[src/rtl/mem_port_arbiter.sv]
// mem_port_arbiter
//   Shares one single-ported memory between instruction fetch (IF) and
//   load/store (DM). It registers one request at a time, runs a req/gnt +
//   rvalid handshake to the memory, and returns the response to whichever
//   requester won. DM has priority. A starvation counter forces an IF win
//   after STARVE_LIMIT consecutive DM wins while IF is waiting.
//
//   Ports
//     i_clk, i_reset        clock, asynchronous active-high reset
//     i_if_req/i_if_addr    fetch request (level) and address
//     o_if_rdata/o_if_valid fetched word and one-cycle completion pulse
//     o_if_stall            fetch stall to hazard logic
//     i_dm_req/we/addr/wdata/wstrb   load/store request and payload
//     o_dm_rdata/o_dm_valid load data and one-cycle completion pulse
//     o_dm_stall            load/store stall to hazard logic
//     o_mem_req/we/addr/wdata/wstrb  registered request to memory
//     i_mem_gnt/rvalid/rdata memory handshake and response
//     o_timeout             sticky timeout flag
//
//   state | meaning
//   ------+-------------------------------------------------------------
//   IDLE  | no transaction; arbitrate and latch winner when any request
//   ISSUE | o_mem_req high with stable payload, waiting for i_mem_gnt
//   WAIT  | granted, waiting for i_mem_rvalid
//   RESP  | one-cycle valid pulse to the owning requester

module mem_port_arbiter #(
    parameter int DATA_WIDTH     = 32,
    parameter int ADDR_WIDTH     = 32,
    parameter int STARVE_LIMIT   = 4,
    parameter int TIMEOUT_CYCLES = 255
) (
    input  logic                      i_clk,
    input  logic                      i_reset,
    input  logic                      i_if_req,
    input  logic [ADDR_WIDTH-1:0]     i_if_addr,
    output logic [DATA_WIDTH-1:0]     o_if_rdata,
    output logic                      o_if_valid,
    output logic                      o_if_stall,
    input  logic                      i_dm_req,
    input  logic                      i_dm_we,
    input  logic [ADDR_WIDTH-1:0]     i_dm_addr,
    input  logic [DATA_WIDTH-1:0]     i_dm_wdata,
    input  logic [DATA_WIDTH/8-1:0]   i_dm_wstrb,
    output logic [DATA_WIDTH-1:0]     o_dm_rdata,
    output logic                      o_dm_valid,
    output logic                      o_dm_stall,
    output logic                      o_mem_req,
    output logic                      o_mem_we,
    output logic [ADDR_WIDTH-1:0]     o_mem_addr,
    output logic [DATA_WIDTH-1:0]     o_mem_wdata,
    output logic [DATA_WIDTH/8-1:0]   o_mem_wstrb,
    input  logic                      i_mem_gnt,
    input  logic                      i_mem_rvalid,
    input  logic [DATA_WIDTH-1:0]     i_mem_rdata,
    output logic                      o_timeout
);

    localparam int SW = $clog2(STARVE_LIMIT + 1);
    localparam int TW = (TIMEOUT_CYCLES > 1) ? $clog2(TIMEOUT_CYCLES) : 1;
    localparam logic [SW-1:0] STARVE_MAX = SW'(STARVE_LIMIT);
    // Timer reloads to N-1 on entering ISSUE so that terminal count (0) is
    // reached in the N-th cycle spent in ISSUE+WAIT.
    localparam logic [TW-1:0] TMO_LOAD   = TW'((TIMEOUT_CYCLES > 0) ? TIMEOUT_CYCLES - 1 : 0);
    localparam bit            TMO_EN     = (TIMEOUT_CYCLES != 0);

    typedef enum logic [1:0] {S_IDLE, S_ISSUE, S_WAIT, S_RESP} state_t;

    state_t          state, next_state;
    logic            owner_if;
    logic [SW-1:0]   starve_cnt;
    logic [TW-1:0]   tmo_cnt;
    logic            any_req;
    logic            if_wins;
    logic            in_flight;
    logic            tmo_hit;
    logic            abort;
    logic            resp_ok;

    assign any_req   = i_if_req | i_dm_req;
    assign if_wins   = i_if_req & (~i_dm_req | (starve_cnt == STARVE_MAX));
    assign in_flight = (state == S_ISSUE) || (state == S_WAIT);
    assign resp_ok   = (state == S_WAIT) && i_mem_rvalid;
    assign tmo_hit   = TMO_EN && (tmo_cnt == '0);
    // A response arriving in the terminal cycle still counts as a completion.
    assign abort     = in_flight && tmo_hit && !resp_ok;

    // State register
    always_ff @(posedge i_clk or posedge i_reset) begin
        if (i_reset) begin
            state <= S_IDLE;
        end else begin
            state <= next_state;
        end
    end

    // Next-state logic
    always_comb begin
        next_state = state;
        case (state)
            S_IDLE:  if (any_req) next_state = S_ISSUE;
            S_ISSUE: begin
                if (abort)          next_state = S_RESP;
                else if (i_mem_gnt) next_state = S_WAIT;
            end
            S_WAIT:  if (resp_ok || abort) next_state = S_RESP;
            S_RESP:  next_state = S_IDLE;
            default: next_state = S_IDLE;
        endcase
    end

    // Output logic
    always_comb begin
        o_mem_req  = (state == S_ISSUE);
        o_if_valid = (state == S_RESP) &&  owner_if;
        o_dm_valid = (state == S_RESP) && !owner_if;
        o_if_stall = i_if_req & ~o_if_valid;
        o_dm_stall = i_dm_req & ~o_dm_valid;
    end

    // Winner, payload and response data
    always_ff @(posedge i_clk or posedge i_reset) begin
        if (i_reset) begin
            owner_if    <= 1'b0;
            o_mem_we    <= 1'b0;
            o_mem_addr  <= '0;
            o_mem_wdata <= '0;
            o_mem_wstrb <= '0;
            o_if_rdata  <= '0;
            o_dm_rdata  <= '0;
            o_timeout   <= 1'b0;
        end else begin
            if (state == S_IDLE && any_req) begin
                owner_if <= if_wins;
                if (if_wins) begin
                    o_mem_we    <= 1'b0;
                    o_mem_addr  <= i_if_addr;
                    o_mem_wdata <= '0;
                    o_mem_wstrb <= '0;
                end else begin
                    o_mem_we    <= i_dm_we;
                    o_mem_addr  <= i_dm_addr;
                    o_mem_wdata <= i_dm_wdata;
                    o_mem_wstrb <= i_dm_we ? i_dm_wstrb : '0;
                end
            end
            if (resp_ok && !o_mem_we) begin
                if (owner_if) o_if_rdata <= i_mem_rdata;
                else          o_dm_rdata <= i_mem_rdata;
            end else if (abort) begin
                o_timeout <= 1'b1;
                if (owner_if) o_if_rdata <= '0;
                else          o_dm_rdata <= '0;
            end
        end
    end

    // Starvation counter: counts DM wins taken while IF is waiting
    always_ff @(posedge i_clk or posedge i_reset) begin
        if (i_reset) begin
            starve_cnt <= '0;
        end else if (!i_if_req) begin
            starve_cnt <= '0;
        end else if (state == S_IDLE && any_req) begin
            if (if_wins)                      starve_cnt <= '0;
            else if (starve_cnt != STARVE_MAX) starve_cnt <= starve_cnt + SW'(1);
        end
    end

    // Transaction timeout: down-counter with terminal-count compare
    always_ff @(posedge i_clk or posedge i_reset) begin
        if (i_reset) begin
            tmo_cnt <= '0;
        end else if (state == S_IDLE) begin
            tmo_cnt <= TMO_LOAD;
        end else if (in_flight && tmo_cnt != '0) begin
            tmo_cnt <= tmo_cnt - TW'(1);
        end
    end

endmodule
[config.mk]
export PLATFORM = sky130hd
export DESIGN_NAME = mem_port_arbiter
export DESIGN_NICKNAME = d
export VERILOG_FILES = /design/src/rtl/mem_port_arbiter.sv
export SDC_FILE = /design/constraint.sdc
export NUM_CORES = 1
export LEC_CHECK = 0
export CAP_MARGIN = 20
export CORE_AREA = 2 2 135 137
export DETAILED_ROUTE_END_ITERATION = 10
export DIE_AREA = 0 0 137 139
export HOLD_SLACK_MARGIN = 0.05
export PLACE_DENSITY_LB_ADDON = 0.1
export SLEW_MARGIN = 20
export SYNTH_ARGS = -nofsm -noshare
export SYNTH_HDL_FRONTEND = slang
export SYNTH_SLANG_ARGS = --single-unit
[constraint.sdc]
create_clock -name i_clk -period 5.7 [get_ports i_clk]
set_input_delay 0.57 -clock i_clk [delete_from_list [all_inputs] [get_ports i_clk]]
set_output_delay 0.57 -clock i_clk [all_outputs]
set_load 0.005 [all_outputs]
**Word-level counts from Yosys, hierarchy flattened**

Index checks and enable logic that the tools add are counted.
W data, S select, Z words.

- Flip-flop bits (word level): 148
- Output and inout port bits: 139
- Word-level logic and storage cells: 83

- Add/subtract/negate cells: 2
- Eq/ne operators: 14
- Mux-type cells: 24
- Bitwise gates (word level): 9
- Reduce and logical (&&, ||, !) cells: 23

Operator list:

| cell | count |
|---|---|
| $mux W32 | 10 |
| $mux W8 | 2 |
| $mux W3 | 4 |
| $ne A2 B2 Y1 const B | 5 |
| $reduce_and A3 Y1 | 3 |
| $logic_and A1 B1 Y1 | 8 |
| $logic_not A8 Y1 | 1 |
| $mux W2 | 4 |
| $mux W4 | 2 |
| $pmux W2 S4 | 1 |
| $reduce_bool A8 Y1 | 1 |
| $sub A8 B1 Y8 const B | 1 |
| $ne A3 B1 Y1 const B | 2 |
| $eq A2 B2 Y1 const B | 2 |
| $ne A2 B1 Y1 const B | 2 |
| $not A1 Y1 | 4 |
| $reduce_and A2 Y1 | 2 |
| $reduce_bool A2 Y1 | 2 |
| $add A3 B1 Y3 const B | 1 |
| $and A1 B1 Y1 | 3 |
| $eq A3 B3 Y1 const B | 1 |
| $logic_not A1 Y1 | 3 |
| $ne A3 B3 Y1 const B | 1 |
| $eq A2 B1 Y1 const B | 1 |
| 4 further kinds | 6 |

**Logic depth before layout (Yosys ltp)**

Gate-level depths: netlist of run 1.

- Word-level depth: 7
- Gate-level depth with buffers: 9
- Mapped depth without buffers: 6

**Least setup slack after synthesis of run 1**

Ideal clock, no wire load.

- Path type: register to register
- From: register state[0]
- To: register tmo_cnt[3]
- Data arrival time: 1.768 ns
- Required time: 5.579 ns
- Slack: 3.811 ns
- Stages on the path, launching flop included: 7
- Period minus slack after synthesis: 1.889 ns
- Cells stage by stage: dfrtp_1 inv_1 ha_1 or3b_2 a211oi_1 xnor2_1 nand2b_1

- Longest elaborated chain between the ends: 4
- Elaborated cells between the ends (all ways): 7
- Classes of those cells: eq/ne: 2; mux: 1; reduce/logical: 4

RTL lines:

| element | RTL line | text |
|---|---|---|
| start: declaration | 69 | `state_t state, next_state;` |
| start signal: assignment | 93 | `state <= next_state;` |
| $eq A2 B1 Y1 / $eq A2 B2 Y1 (equally long branches) | 82 | `assign in_flight = (state == S_ISSUE) \|\| (state == S_WAIT);` |
| $logic_or A1 B1 Y1 | 82 |  |
| $logic_and A1 B1 Y1 | 176 | `end else if (in_flight && tmo_cnt != '0) begin` |
| $reduce_bool A2 Y1 (no source line) | n/a |  |
| end signal: assignment | 177 | `tmo_cnt <= tmo_cnt - TW'(1);` |
| end: declaration | 72 | `logic [TW-1:0] tmo_cnt;` |

Parallel ways exist; a longest one is shown, timed or not.
A chain may end at the register's enable or synchronous reset.

**Worst setup path after layout of run 1**

- From: register owner_if
- To: output o_if_stall

- Longest elaborated chain between the ends: 3

RTL lines:

| element | RTL line | text |
|---|---|---|
| start: declaration | 70 | `logic owner_if;` |
| start signal: assignment | 134 | `owner_if <= if_wins;` |
| $logic_and A1 B1 Y1 | 115 | `o_if_valid = (state == S_RESP) && owner_if;` |
| $not A1 Y1 | 117 | `o_if_stall = i_if_req & ~o_if_valid;` |
| $and A1 B1 Y1 | 117 |  |
| end: declaration | 39 | `output logic o_if_stall,` |

No other way between the ends.

==> results.tsv, run 1 <==
metric	value	unit
grt_usage	0.214	
reg2reg_slack	3.27	ns
yosysUniqueCellTypes	43	
cp_num_buf_inv	2	
synth.cell_area	6880	um^2
regArea	3700	um^2
syn_to_final_growth	51.5	%
post-route-period-util	0.440	
clk_pin_slew	0.06	ns
setup_viol	0	
layout_setup_ws	3.19	ns
cts_hold_buf	0	
hpwl	13900	um
grt_first_pass_wirelength	32000	um
design_area	10400	um^2
crit_arrival	1.94	ns
ys_seq_area_frac	0.538	
clockBufferDepth	2	
synth-edff-count	0	
die_area	19000	um^2
finalClockSkew	0.00885	ns
async_reset_ff_frac	1.00	
fmax	399	MHz
clock_latency	0.42	ns
status	completed	
ctsHtreeMaxLevel	4	
antenna_found_initial	0	
synthFlopType	dfrtp_1	
grt_max_degree	140	
overflow	0	
clockRootBuffer	clkbuf_16	
maxCapViolCount	0	
synth_most_common_cell	nand2_1	
grt_pass1_vias	6033	
post-place-ws	2.98	ns
power_leakage	4.47	nW
post_cts_buffers	0	
ff2ff_path_depth	6	
io_pins	278	
rr_startpoint	state[0]	
vias	6133	
cpMaxStageDelayCell	clkdlybuf4s50_1	
n_antenna_cell	0	
maxSlewHeadroom	0.393	
core_area	17700	um^2
end_kind	output pin	
place_congestion	0.766	
peakVddDrop	0.252	mV
fin_crit	2.51	ns
reg2reg_to	o_if_rdata[1]	
synth_fp_nets	838	
row_count	49	
min_to	o_mem_addr[0]	
tritoncts	built	
ant_nets	0	
multi_input_area	2880	um^2
finalSetupTns	0	ns
avgSynthCellArea	9.95	um^2
dr.pass1.iters	5	
post_cts_resized	0	
nNetsFinal	1091	
start_util	0.390	
cts.sinks	148	
final_hold_viol_count	0	
synth_seq_cells	148	
die_w	137	um
routed_wl	20000	um
routed_via_density	5.17	
crit_chain	buf_4 -> and2_1 -> nor2b_1 -> clkdlybuf4s50_1	
dr.first_iter.drc_count	350	
maxSlewViolCount	0	
min_path_type	reg2reg	
p_per_area	498	nW/um^2
hold-path-cell-count	2	
synth_top_area_share	0.538	
netlist_instances	691	
critPathMaxFanout	36	
max_stage_delay	0.51	ns
ys_top_cells_by_count	nand2_1 (168), dfrtp_1 (148), o21ai_0 (100)	
port_buffers	277	
ys_warn_count	0	
synth_top_cell_by_area	dfrtp_1	
routedWlPerCell	16.9	um
drive_above_1_share	0.0982	
cts_buffers	17	
total_power	5.19	mW
min_from	o_mem_addr[0]	
die_y	139	um
synthTopCellsByArea	dfrtp_1 (54%), nand2_1 (9.2%), o21ai_0 (7.3%), a22oi_1 (7.1%), o21ai_2 (5.1%)	
tightest_slew	0.910	ns
dpl_cell_area	9770	um^2
cpLargestDelayFamily	buffers and inverters	
drc	0	
required	5.13	ns
start_kind	flop	
path_class	reg2out	
fillCellCount	1476	
rsz0062_at_grt	no	
## registers in the layout, indices dropped and copies added, names as in the netlist
register,count
state,2
o_timeout,1
o_mem_addr,32
o_mem_we,1
owner_if,1
starve_cnt,3
o_dm_rdata,32
o_mem_wdata,32
tmo_cnt,8
o_if_rdata,32
o_mem_wstrb,4
## layout by cell type, fill, tap and decap left out, types with 2 or more instances in the layout
cell type	synthesis	layout
inv_1	10	8
ha_1	8	8
or3b_2	2	2
nand3b_1	2	2
inv_6	0	5
nor2b_1	6	5
o21ai_0	100	99
xnor2_1	4	4
nand3_1	10	10
and2_1	3	3
a22oi_1	65	65
nand2b_1	7	7
bufinv_16	0	5
mux2i_1	33	33
o21ai_2	40	40
clkbuf_16	0	17
nand2_1	168	168
nor3_1	2	2
clkinvlp_4	0	2
clkdlybuf4s50_1	0	277
a211o_1	2	2
nor2_2	0	2
dfrtp_1	148	148
buf_4	0	7
nor2_1	8	6
a21oi_1	3	3
clkinv_4	0	2
## per-stage QoR
stage,hold WS (ns),utilization,std cells
2_1_floorplan,0.465,-,691
3_3_place_gp,0.459,0.552,1153
3_5_place_dp,0.462,0.553,1154
4_1_cts,0.478,0.590,1186
5_1_grt,0.503,0.590,1186
6_report,0.480,0.590,1186
## routing by layer
| metal | track usage | up-vias | wire length [um] |
|---|---|---|---|
| li1 | - | 2923 | - |
| met1 | 0.260 | 2940 | 8020 |
| met2 | 0.356 | 247 | 9810 |
| met3 | 0.0746 | 23 | 1830 |
| met4 | 0.0667 | 0 | 341 |
| met5 | 0 | - | 0 |
## how the worst max path moves through the flow
| stage | start | depth (start not counted) | to | slack, ns |
|---|---|---|---|---|
| finish | owner_if | 4 | o_if_stall | 3.19 |
| global route | state[0] | 6 | o_if_rdata[29] | 3.02 |
| CTS | owner_if | 4 | o_if_stall | 3.16 |
| detailed placement | i_dm_req | 6 | o_mem_wstrb[2] | 2.98 |
| global placement | i_dm_req | 5 | o_mem_addr[6] | 2.84 |
| floorplan | i_reset | 1 | o_dm_rdata[0] | 1.15 |
## worst register-to-register path, delay by kind of cell (launching register included)
kind,cells,cell delay (ns)
and+or+nand+nor,2,0.31
DFF,1,0.41
buffers and inverters,2,0.82
adders and majority gates,1,0.42
AOI/OAI and AO/OA,1,0.30
## final cells by class
| cell class | instances | area share |
|---|---|---|
| clock buffer | 18 | 0.0412 |
| clock inverter | 14 | 0.0214 |
| inverter | 10 | 0.00408 |
| multi-input combinational | 481 | 0.276 |
| sequential | 148 | 0.355 |
| tap | 229 | 0.0275 |
| timing repair buffer | 286 | 0.274 |
## logic make-up after synthesis
group	after synthesis	synth area share
simple gates	216	0.135
buf+inv	62	0.0469
compound gates	220	0.212
xor+xnor	4	0.00509
mux	33	0.0480
fa+ha+maj	8	0.0146
flops	148	0.538
## report_power, final
part           switching, mW  internal [mW]  total (mW)
registers              0.290           1.48        1.77
clock network          0.454          0.783        1.24
logic                  0.971           1.21        2.18
Power figures use the tool's default switching activity.
==> run 2: changes to the inputs <==
--- a/config.mk
+++ b/config.mk
@@ -6,9 +6,9 @@
 export NUM_CORES = 1
 export LEC_CHECK = 0
 export CAP_MARGIN = 20
-export CORE_AREA = 2 2 135 137
+export CORE_AREA = 2 2 136 138
 export DETAILED_ROUTE_END_ITERATION = 10
-export DIE_AREA = 0 0 137 139
+export DIE_AREA = 0 0 138 140
 export HOLD_SLACK_MARGIN = 0.05
 export PLACE_DENSITY_LB_ADDON = 0.1
 export SLEW_MARGIN = 20
==> constraint.sdc (replaced) <==
create_clock -name i_clk -period 2.3 [get_ports i_clk]
set_input_delay 0.23 -clock i_clk [delete_from_list [all_inputs] [get_ports i_clk]]
set_output_delay 0.23 -clock i_clk [all_outputs]
set_load 0.005 [all_outputs]
==> results.tsv, run 2 (synthesized netlist as in run 1, its figures left out) <==
metric	value	unit	change
p_sw_frac	0.339		was 0.331
path_class	reg2out		unchanged
post_cts_buffers	0		unchanged
vias	6137		was 6133
syn_to_final_growth	52.5	%	was 51.5%
die_area	19300	um^2	was 19000 um^2
cpMaxStageDelayCell	clkdlybuf4s50_1		unchanged
tritoncts	built		unchanged
switching_power	4.28	mW	was 1.71 mW
final_common_cell	clkdlybuf4s50_1		unchanged
startpoint	state[0]		was owner_if
overflow	0		unchanged
status	completed		unchanged
maxSlewHeadroom	0.667		was 0.393
final_cell_mix	clkdlybuf4s50_1 (277), nand2_1 (168), dfrtp_1 (148), o21ai_0 (99), a22oi_1 (65)		unchanged
grt_first_pass_wirelength	33000	um	was 32000 um
required	2.07	ns	was 5.13 ns
p_seq_frac	0.348		was 0.340
rsz0062_at_grt	no		unchanged
start_kind	flop		unchanged
place_congestion	0.802		was 0.766
crit_arrival	1.84	ns	was 1.94 ns
internal_power	8.34	mW	was 3.47 mW
min_path_type	in2async		was reg2reg
clk_pin_slew	0.06	ns	about the same
maxSlewViolCount	0		unchanged
die_y	140	um	was 139 um
core_area	17800	um^2	was 17700 um^2
maxCapViolCount	0		unchanged
finalClockSkew	0.00776	ns	was 0.00885 ns
n_antenna_cell	0		unchanged
clockRootBuffer	clkbuf_16		unchanged
fin_crit	2.07	ns	
nNetsFinal	1103		was 1091
pwr-share-comb	0.440		was 0.421
reg2reg_slack	0.24	ns	was 3.27 ns
hpwl	14500	um	was 13900 um
routedWlPerCell	17.0	um	was 16.9 um
ant_nets	0		unchanged
start_util	0.387		was 0.390
io_pins	278		unchanged
clockBufferDepth	2		unchanged
die_w	138	um	was 137 um
max_stage_delay	0.51	ns	about the same
critPathMaxFanout	5		was 36
port_buffers	277		unchanged
routed_wl	20300	um	was 20000 um
p_per_area	1200	nW/um^2	was 498 nW/um^2
critical_path.endpoint	o_if_stall		unchanged
drive_above_1_share	0.107		was 0.0982
fmax	483	MHz	
reg2reg_to	tmo_cnt[7]		was o_if_rdata[1]
clock_power_share	0.213		was 0.238
grt_pass1_vias	6175		was 6033
finalSetupTns	0	ns	unchanged
ctsHtreeMaxLevel	4		unchanged
routed_via_density	5.12		was 5.17
cts_hold_buf	0		unchanged
post_cts_resized	0		unchanged
peakVddDrop	0.571	mV	was 0.252 mV
antenna_found_initial	1		was 0
cts.sinks	148		unchanged
grt_max_degree	76		was 140
cts_buffers	17		unchanged
row_count	49		unchanged
clock_latency	0.42	ns	about the same
end_kind	output pin		unchanged
rr_startpoint	state[0]		unchanged
crit_chain	ha_1 -> and2_1 -> nor2b_1 -> clkdlybuf4s50_1		was buf_4 -> and2_1 -> nor2b_1 -> clkdlybuf4s50_1
tightest_slew	0.486	ns	was 0.910 ns
ff2ff_path_depth	6		unchanged
power_leakage	4.52	nW	was 4.47 nW
final_hold_viol_count	0		unchanged
dpl_cell_area	9920	um^2	was 9770 um^2
dr.first_iter.drc_count	308		was 350
grt_usage	0.212		was 0.214
dr.pass1.iters	5		unchanged
post-route-period-util	0.900		
design_area	10500	um^2	was 10400 um^2
setup_viol	0		unchanged
drc	0		unchanged
==> run 2: per-layer routing <==
metal | track usage | routed length (um)
met5 | 0 | 0
met4 | 0.0650 | 398
met2 | 0.363 | 10200
met1 | 0.256 | 8130
met3 | 0.0701 | 1640
==> run 2: final cells by class <==
cell class / instances / area [um^2]
fillers: 1491 / 7290
flip-flops and latches: 148 / 3700
repair buffers: 298 / 3010
multi-input cells: 481 / 2880
clock buffers: 19 / 433
well taps: 229 / 287
clock inverters: 13 / 136
inverters: 10 / 41.3
==> run 2: worst min-delay path by stage <==
stage,startpoint,end,slack (ns),cells after the start
after floorplan,i_if_req,starve_cnt[0],0.36,1
after global placement,o_timeout,o_timeout,0.46,1
after detailed placement,o_timeout,o_timeout,0.46,1
after CTS,i_reset,o_dm_rdata[2],0.1,2
after global routing,i_reset,o_dm_rdata[2],0.13,2
final,i_reset,o_dm_rdata[2],0.11,2
==> run 2: power groups by stage <==
| stage | sequential, mW | combinational [mW] | clock, mW |
|---|---|---|---|
| final | 4.39 | 5.55 | 2.68 |
| after global routing | 4.55 | 6.10 | 2.87 |
| after CTS | 4.39 | 5.62 | 2.76 |
| after detailed placement | 4.41 | 5.61 | 0 |
| after global placement | 4.35 | 5.48 | 0 |
| after floorplan | 4.39 | 2.52 | 0 |
==> run 2: critical path: cells and delay by family (launching register included) <==
family	cells	cell delay, ns
adder cells (fa/ha/maj)	1	0.23
buffers and inverters	1	0.51
flip-flops	1	0.42
AND/OR/NAND/NOR	2	0.26
==> run 2: per-stage QoR <==
| step | cells | setup WS [ns] | utilization | power, mW | hold slack, ns |
|---|---|---|---|---|---|
| after floorplan | 691 | 0.209 | - | 6.90 | 0.359 |
| after global placement | 1166 | 0.282 | 0.558 | 9.83 | 0.457 |
| after detailed placement | 1166 | 0.242 | 0.558 | 10.0 | 0.458 |
| after CTS | 1198 | 0.225 | 0.590 | 12.8 | 0.0992 |
| after global routing | 1198 | 0.0947 | 0.590 | 13.5 | 0.131 |
| final | 1198 | 0.231 | 0.590 | 12.6 | 0.113 |
